<file path="config.mk">
export PLATFORM = sky130hd
export DESIGN_NAME = frame_serializer
export DESIGN_NICKNAME = d
export VERILOG_FILES = /design/src/rtl/frame_ser_pkg.sv /design/src/rtl/sync_fifo.sv /design/src/rtl/frame_serializer.sv
export SDC_FILE = /design/constraint.sdc
export NUM_CORES = 1
export LEC_CHECK = 0
export CAP_MARGIN = 30
export CORE_UTILIZATION = 30
export CTS_CLUSTER_DIAMETER = 80
export DETAILED_ROUTE_END_ITERATION = 12
export GPL_TIMING_DRIVEN = 0
export SYNTH_ARGS = -nofsm -noshare
export SYNTH_HDL_FRONTEND = slang
export SYNTH_SLANG_ARGS = --single-unit
</file>
<file path="constraint.sdc">
create_clock -name srclk -period 4.5 [get_ports srclk]
set_input_delay 1.35 -clock srclk [delete_from_list [all_inputs] [get_ports srclk]]
set_output_delay 1.35 -clock srclk [all_outputs]
set_load 0.005 [all_outputs]
</file>
<file path="src/rtl/frame_ser_pkg.sv">
// Shared types and helpers for the frame serializer: FSM state encoding,
// parity mode constants and the parity-bit helper.
package frame_ser_pkg;

  typedef enum logic [2:0] {
    IDLE,
    START,
    DATA,
    PAR,
    STOP
  } state_t;

  localparam int PAR_NONE   = 0;
  localparam int PAR_EVEN   = 1;
  localparam int PAR_ODD    = 2;

  // Widest supported data word; narrower words are zero-extended, which
  // leaves their parity unchanged.
  localparam int MAX_DATA_W = 16;

  function automatic logic parity_bit(input logic [MAX_DATA_W-1:0] data,
                                      input int mode);
    logic r;
    r = 1'b0;
    if (mode == PAR_EVEN) r = ^data;
    else if (mode == PAR_ODD) r = ~(^data);
    return r;
  endfunction

endpackage

</file>
<file path="src/rtl/sync_fifo.sv">
// Single-clock FIFO. Occupancy is tracked by a push/pop counter so full and
// empty never depend on pointer comparison; pointers wrap modulo DEPTH.
module sync_fifo #(
  parameter int DATA_W = 8,
  parameter int DEPTH  = 16
) (
  input  logic                     srclk,
  input  logic                     reset,
  input  logic                     push,
  input  logic [DATA_W-1:0]        push_data,
  input  logic                     pop,
  output logic [DATA_W-1:0]        head,
  output logic [$clog2(DEPTH):0]   level,
  output logic                     full,
  output logic                     empty
);

  localparam int AW = $clog2(DEPTH);
  localparam int LW = AW + 1;

  logic [DATA_W-1:0] mem [DEPTH];
  logic [AW-1:0]     wr_ptr;
  logic [AW-1:0]     rd_ptr;
  logic              push_ok;
  logic              pop_ok;

  assign full    = (level == LW'(DEPTH));
  assign empty   = (level == '0);
  assign push_ok = push && !full;
  assign pop_ok  = pop && !empty;
  assign head    = mem[rd_ptr];

  // Storage array; contents need no reset since level gates every read.
  always_ff @(posedge srclk) begin
    if (push_ok) mem[wr_ptr] <= push_data;
  end

  // Pointers and occupancy counter; a simultaneous push and pop keeps level.
  always_ff @(posedge srclk) begin
    if (reset) begin
      wr_ptr <= '0;
      rd_ptr <= '0;
      level  <= '0;
    end else begin
      if (push_ok) wr_ptr <= wr_ptr + 1'b1;
      if (pop_ok)  rd_ptr <= rd_ptr + 1'b1;
      case ({push_ok, pop_ok})
        2'b10:   level <= level + 1'b1;
        2'b01:   level <= level - 1'b1;
        default: level <= level;
      endcase
    end
  end

endmodule

</file>
<file path="src/rtl/frame_serializer.sv">
// Word-to-UART-frame serializer: FIFO front end, then start bit, DATA_W data
// bits, optional parity and STOP_BITS stop bits, all paced by bit_tick.
//
//   state | meaning
//   IDLE  | line high, waiting for a ticked cycle with a queued word
//   START | start bit (0) on the line
//   DATA  | data bits, one per tick, LSB or MSB first
//   PAR   | parity bit (only when PARITY != none)
//   STOP  | stop bits (1); last one may chain straight into the next START
module frame_serializer
  import frame_ser_pkg::*;
#(
  parameter int DATA_W    = 8,
  parameter int DEPTH     = 16,
  parameter int PARITY    = 0,
  parameter int STOP_BITS = 1,
  parameter int MSB_FIRST = 0
) (
  input  logic                   srclk,
  input  logic                   reset,
  input  logic                   in_valid,
  input  logic [DATA_W-1:0]      in_data,
  output logic                   in_ready,
  input  logic                   bit_tick,
  output logic                   tx_out,
  output logic                   busy,
  output logic [$clog2(DEPTH):0] level
);

  localparam int BCW = $clog2(DATA_W + 1);

  state_t                state, state_nxt;
  logic [DATA_W-1:0]     shreg, shreg_nxt;
  logic [BCW-1:0]        bit_cnt, bit_cnt_nxt;
  logic [1:0]            stop_cnt, stop_cnt_nxt;
  logic                  par_q, par_nxt;
  logic                  tx_q, tx_nxt;

  logic                  fifo_pop;
  logic                  fifo_full;
  logic                  fifo_empty;
  logic [DATA_W-1:0]     head;
  logic [MAX_DATA_W-1:0] head_ext;
  logic                  ser_bit;
  logic [DATA_W-1:0]     shreg_shifted;
  logic                  load;

  sync_fifo #(
    .DATA_W (DATA_W),
    .DEPTH  (DEPTH)
  ) u_fifo (
    .srclk     (srclk),
    .reset     (reset),
    .push      (in_valid && in_ready),
    .push_data (in_data),
    .pop       (fifo_pop),
    .head      (head),
    .level     (level),
    .full      (fifo_full),
    .empty     (fifo_empty)
  );

  assign in_ready = !fifo_full;
  assign busy     = (state != IDLE);
  assign tx_out   = tx_q;

  assign ser_bit       = (MSB_FIRST != 0) ? shreg[DATA_W-1] : shreg[0];
  assign shreg_shifted = (MSB_FIRST != 0) ? {shreg[DATA_W-2:0], 1'b0}
                                          : {1'b0, shreg[DATA_W-1:1]};

  // A new frame starts from IDLE, or directly off the final stop bit so that
  // queued words go out with no idle gap.
  assign load = bit_tick && !fifo_empty &&
                ((state == IDLE) || ((state == STOP) && (stop_cnt == '0)));

  // Zero-extend the head word for the shared parity helper.
  always_comb begin
    head_ext             = '0;
    head_ext[DATA_W-1:0] = head;
  end

  // Next-state and datapath: everything holds unless bit_tick is high.
  always_comb begin
    state_nxt    = state;
    shreg_nxt    = shreg;
    bit_cnt_nxt  = bit_cnt;
    stop_cnt_nxt = stop_cnt;
    par_nxt      = par_q;
    tx_nxt       = tx_q;
    fifo_pop     = 1'b0;

    if (bit_tick) begin
      case (state)
        IDLE: begin
          tx_nxt = 1'b1;
        end
        START: begin
          state_nxt   = DATA;
          tx_nxt      = ser_bit;
          shreg_nxt   = shreg_shifted;
          bit_cnt_nxt = BCW'(1);
        end
        DATA: begin
          if (bit_cnt == BCW'(DATA_W)) begin
            bit_cnt_nxt = '0;
            if (PARITY != PAR_NONE) begin
              state_nxt = PAR;
              tx_nxt    = par_q;
            end else begin
              state_nxt    = STOP;
              tx_nxt       = 1'b1;
              stop_cnt_nxt = 2'(STOP_BITS - 1);
            end
          end else begin
            tx_nxt      = ser_bit;
            shreg_nxt   = shreg_shifted;
            bit_cnt_nxt = bit_cnt + 1'b1;
          end
        end
        PAR: begin
          state_nxt    = STOP;
          tx_nxt       = 1'b1;
          stop_cnt_nxt = 2'(STOP_BITS - 1);
        end
        STOP: begin
          if (stop_cnt == '0) begin
            state_nxt = IDLE;
            tx_nxt    = 1'b1;
          end else begin
            stop_cnt_nxt = stop_cnt - 1'b1;
          end
        end
        default: begin
          state_nxt = IDLE;
          tx_nxt    = 1'b1;
        end
      endcase

      if (load) begin
        fifo_pop  = 1'b1;
        state_nxt = START;
        shreg_nxt = head;
        par_nxt   = parity_bit(head_ext, PARITY);
        tx_nxt    = 1'b0;
      end
    end
  end

  // State register; reset aborts any frame and forces the line high.
  always_ff @(posedge srclk) begin
    if (reset) begin
      state    <= IDLE;
      shreg    <= '0;
      bit_cnt  <= '0;
      stop_cnt <= '0;
      par_q    <= 1'b0;
      tx_q     <= 1'b1;
    end else begin
      state    <= state_nxt;
      shreg    <= shreg_nxt;
      bit_cnt  <= bit_cnt_nxt;
      stop_cnt <= stop_cnt_nxt;
      par_q    <= par_nxt;
      tx_q     <= tx_nxt;
    end
  end

endmodule

</file>
==> results.md <==
- Worst setup SP type: input port
- Number of enable flip-flop cells after synthesis: 128
- Vias/cell: between 4 and 5
- Synth top area cells: edfxtp_1, mux4_2, dfxtp_1
- Placeable Area: 0.02196 mm2
- Top FF cell, synth: edfxtp_1
- Final core utilization: between 30% and 40%
- Endpoint, Worst Hold: tx_out
- Period utilization: 93.24%
- CTS Buf Count: 17
- Initial antenna violation count: 0
- Dpl hpwl: 9313 um
- Register bit count reported by yosys: approximately 160
- Yosys warns: 0
- Vias in the first global route: 3753
- Top delay family on crit path: compound AO/OA/AOI/OAI gates
- Pre-CTS WS: -0.1529 ns
- Filler cells: 2037
- Net count after synthesis: 440
- Outcome: finished, violations left
- CTS Buffer Depth: 2
- CTS tree: built
- Routed WL: 13630 um
- Most frequent cells in the layout: edfxtp_1, nor2_1, mux4_2
- Crit path buffers/inverters: 3
- Grt ovf: 0
- Number of maximum-capacitance violations: 0
- Flop2flop setup slack: ~0.95 ns
- Layout Nets: 482
- Global-route wire length before repair: about 22000 um
- Reg2reg start: u_fifo.level[1]
- WL/cell: around 18 um
- Commonest non-fill, non-tap cell in the layout: edfxtp_1
- Crit path from: in_valid
- Root Driver: clkbuf_16
- Max Freq: 238.3 MHz
- Critical Path, Cell by Cell: clkdlybuf4s50_1 -> a21boi_1 -> inv_1 -> ha_1 -> clkbuf_1 -> xor2_1 -> ha_1 -> a31oi_1 -> o22a_1 -> nor2_1 -> a311oi_1 -> mux2_1
- Antenna viol nets, final: 0
- Unrepaired setup endpoints after global routing: false
- Slew @ Worst Pin: 0.9487 ns
- Clock slew at reported path FFs: 0.07 ns
- Initial Util: 30.74%
- Worst-path maximum fanout: 10
- DRC: 4
- Die width: 152.0 um
- Fin worst setup slack: 0.3042 ns
- N_diodes: 0
- Violated checks: DRC
- Layout cells sized above 1: 19.28%
- Worst-skew pair later-pin latency: about 0.43 ns
- Routed via count: ~3600
- Critical-path top delay cell: a21boi_1
- Req. time, crit path: 4.82 ns
- Postcts setup bufs: 0
- Cell count after synthesis: 417
- Period minus WS final: ~4.2 ns
- Die ar.: between 0.02 and 0.025 mm2
- Synth unique cells: 50
- H-tree Lvls: 4
- Sequential Area: between 0.004 and 0.005 mm2
- Reg-to-reg endpoint: u_fifo.level[4]
- Post-synth ARST share: 0%
- HP Class: reg2reg
- Critical path class: in2reg
- Die H: between 150 and 200 um
- CP Capture Type: flip-flop
- Post-synthesis instance area: about 0.0067 mm2
- Min Hold Slack: 0.4782 ns
- # rows: 54
- Sink Count: 163
- Gates resized, CTS repair: 0
- Post-CTS Hold Buffers: 0
- Final hold viol count: 0
- Worst clock skew: 0.01275 ns
- Relative slew margins: approximately 37%
- Largest net degree at the start of global routing: 18
- Largest area contributor in the netlist: edfxtp_1
- Max stage delay on crit path: about 0.63 ns
- Setup violators final: 0
- Hold path depth: 2
- Area Growth Syn to Fin: 17.15%
- All-Layer GR Usage: 12.49%
- Drt pass-1 iters: 10
- Sequential share of the synthesized area: 67.33%
- Port Buffers: 19
- Placer Congestion: 0.7791
- Hold_sp: tx_out
- Drt first-iter violations: 218
- Slew Viols, Final: 0
- Peak supply drop: 0.2949 mV
- # IOs: 20
- Syn Area/Cell: 16.18 um2
- Multi-input logic area: 0.002031 mm2
- Worst Path Arrival: between 4 and 5 ns
- Pwr dens: 548.1 mW/mm2
- Cell repeated most along the worst path: ha_1
- Pleak: between 2 and 3 nW
- Worst reg2reg path depth: 13
- Post-synth top area share: between 50% and 60%
[sequential cells by signal, summed over array words and instances (netlist names), named ones only]
register       cells
shreg              8
tx_out             1
state              3
bit_cnt            4
u_fifo.mem       128
u_fifo.wr_ptr      4
u_fifo.rd_ptr      4
u_fifo.level       5
stop_cnt           2
[cell families (layout without fill, tap and decap cells)]
logic type	Yosys count	in the layout	synth area share (%)
flops	163	163	67.33
simple gates	98	98	7.138
mux	52	52	14.96
compound gates	49	49	4.783
buf+inv	35	90	2.577
fa+ha+maj	11	11	2.039
xor+xnor	9	9	1.168
[Yosys cell counts, types with 2 or more instances]
cell type  instances
o21ai_0            5
nand2b_1           7
nor2b_1            2
mux2i_1           12
nand3_1            2
a211oi_1           9
nor2_1            46
xnor2_1            4
buf_2              4
nor3_1             5
a22oi_1            2
nand2_1           15
edfxtp_1         128
buf_6              2
dfxtp_1           35
buf_4              6
mux4_2            39
ha_1              11
clkbuf_1          11
or4_1              2
or3_1              3
a21oi_1           18
nor3b_1            2
nand3b_1           7
a21o_1             2
inv_1             10
xor2_1             5
[worst register-to-register path, cell delays in order (launching register included)]
cell and delay (ns):
dfxtp_1 0.31, buf_2 0.17, or4_1 0.51, o2111ai_1 0.31, inv_1 0.18, ha_1 0.27, clkbuf_1 0.23, xor2_1 0.20
ha_1 0.24, a31oi_1 0.20, o22a_1 0.17, nor2_1 0.04, a311oi_1 0.26, mux2_1 0.35
[per-stage QoR]
step,instance area [um2],setup TNS [ns],total power [mW],std cells
floorplan,6749,0,2.628,417
global placement,7289,-0.05303,2.908,716
detailed placement,7315,-0.1529,2.949,720
CTS,7906,0,4.376,752
global route,7906,0,4.550,752
finish,7906,0,4.334,752
[where the power goes]
part           total, mW  internal, mW  leakage [nW]  switching [mW]
combinational       1.10         0.544         0.802           0.556
clock               1.43         0.788         0.285           0.640
sequential          1.81          1.74          1.44          0.0675
[how the worst max path moves through the flow]
stage               cells after the start  slack (ns)               to
floorplan                              11        0.87  u_fifo.level[4]
global placement                       12       -0.05  u_fifo.level[4]
detailed placement                     12       -0.15  u_fifo.level[4]
CTS                                    12        0.31  u_fifo.level[4]
global route                           12        0.07  u_fifo.level[4]
finish                                 12        0.30  u_fifo.level[4]
[metal layers]
layer  global-route usage [%]  vias to the layer above  part of all wire, %
met5                        0                        -                    0
met4                    2.478                        0                 0.43
met3                    3.793                        8                  4.5
met2                    20.77                       76                   49
met1                    16.16                     1844                   46
li1                         -                     1705                    -
[area by class of cell]
type / instances / share of cell area [%]
flip-flops and latches: 163 / 57.48
clock inverters: 15 / 2.105
inverters: 11 / 0.5222
plain buffers: 24 / 1.677
multi-input cells: 219 / 25.68
well taps: 280 / 4.431
clock buffers: 17 / 5.381
repair buffers: 23 / 2.722
No activity file was read; power rests on OpenSTA's default activity.
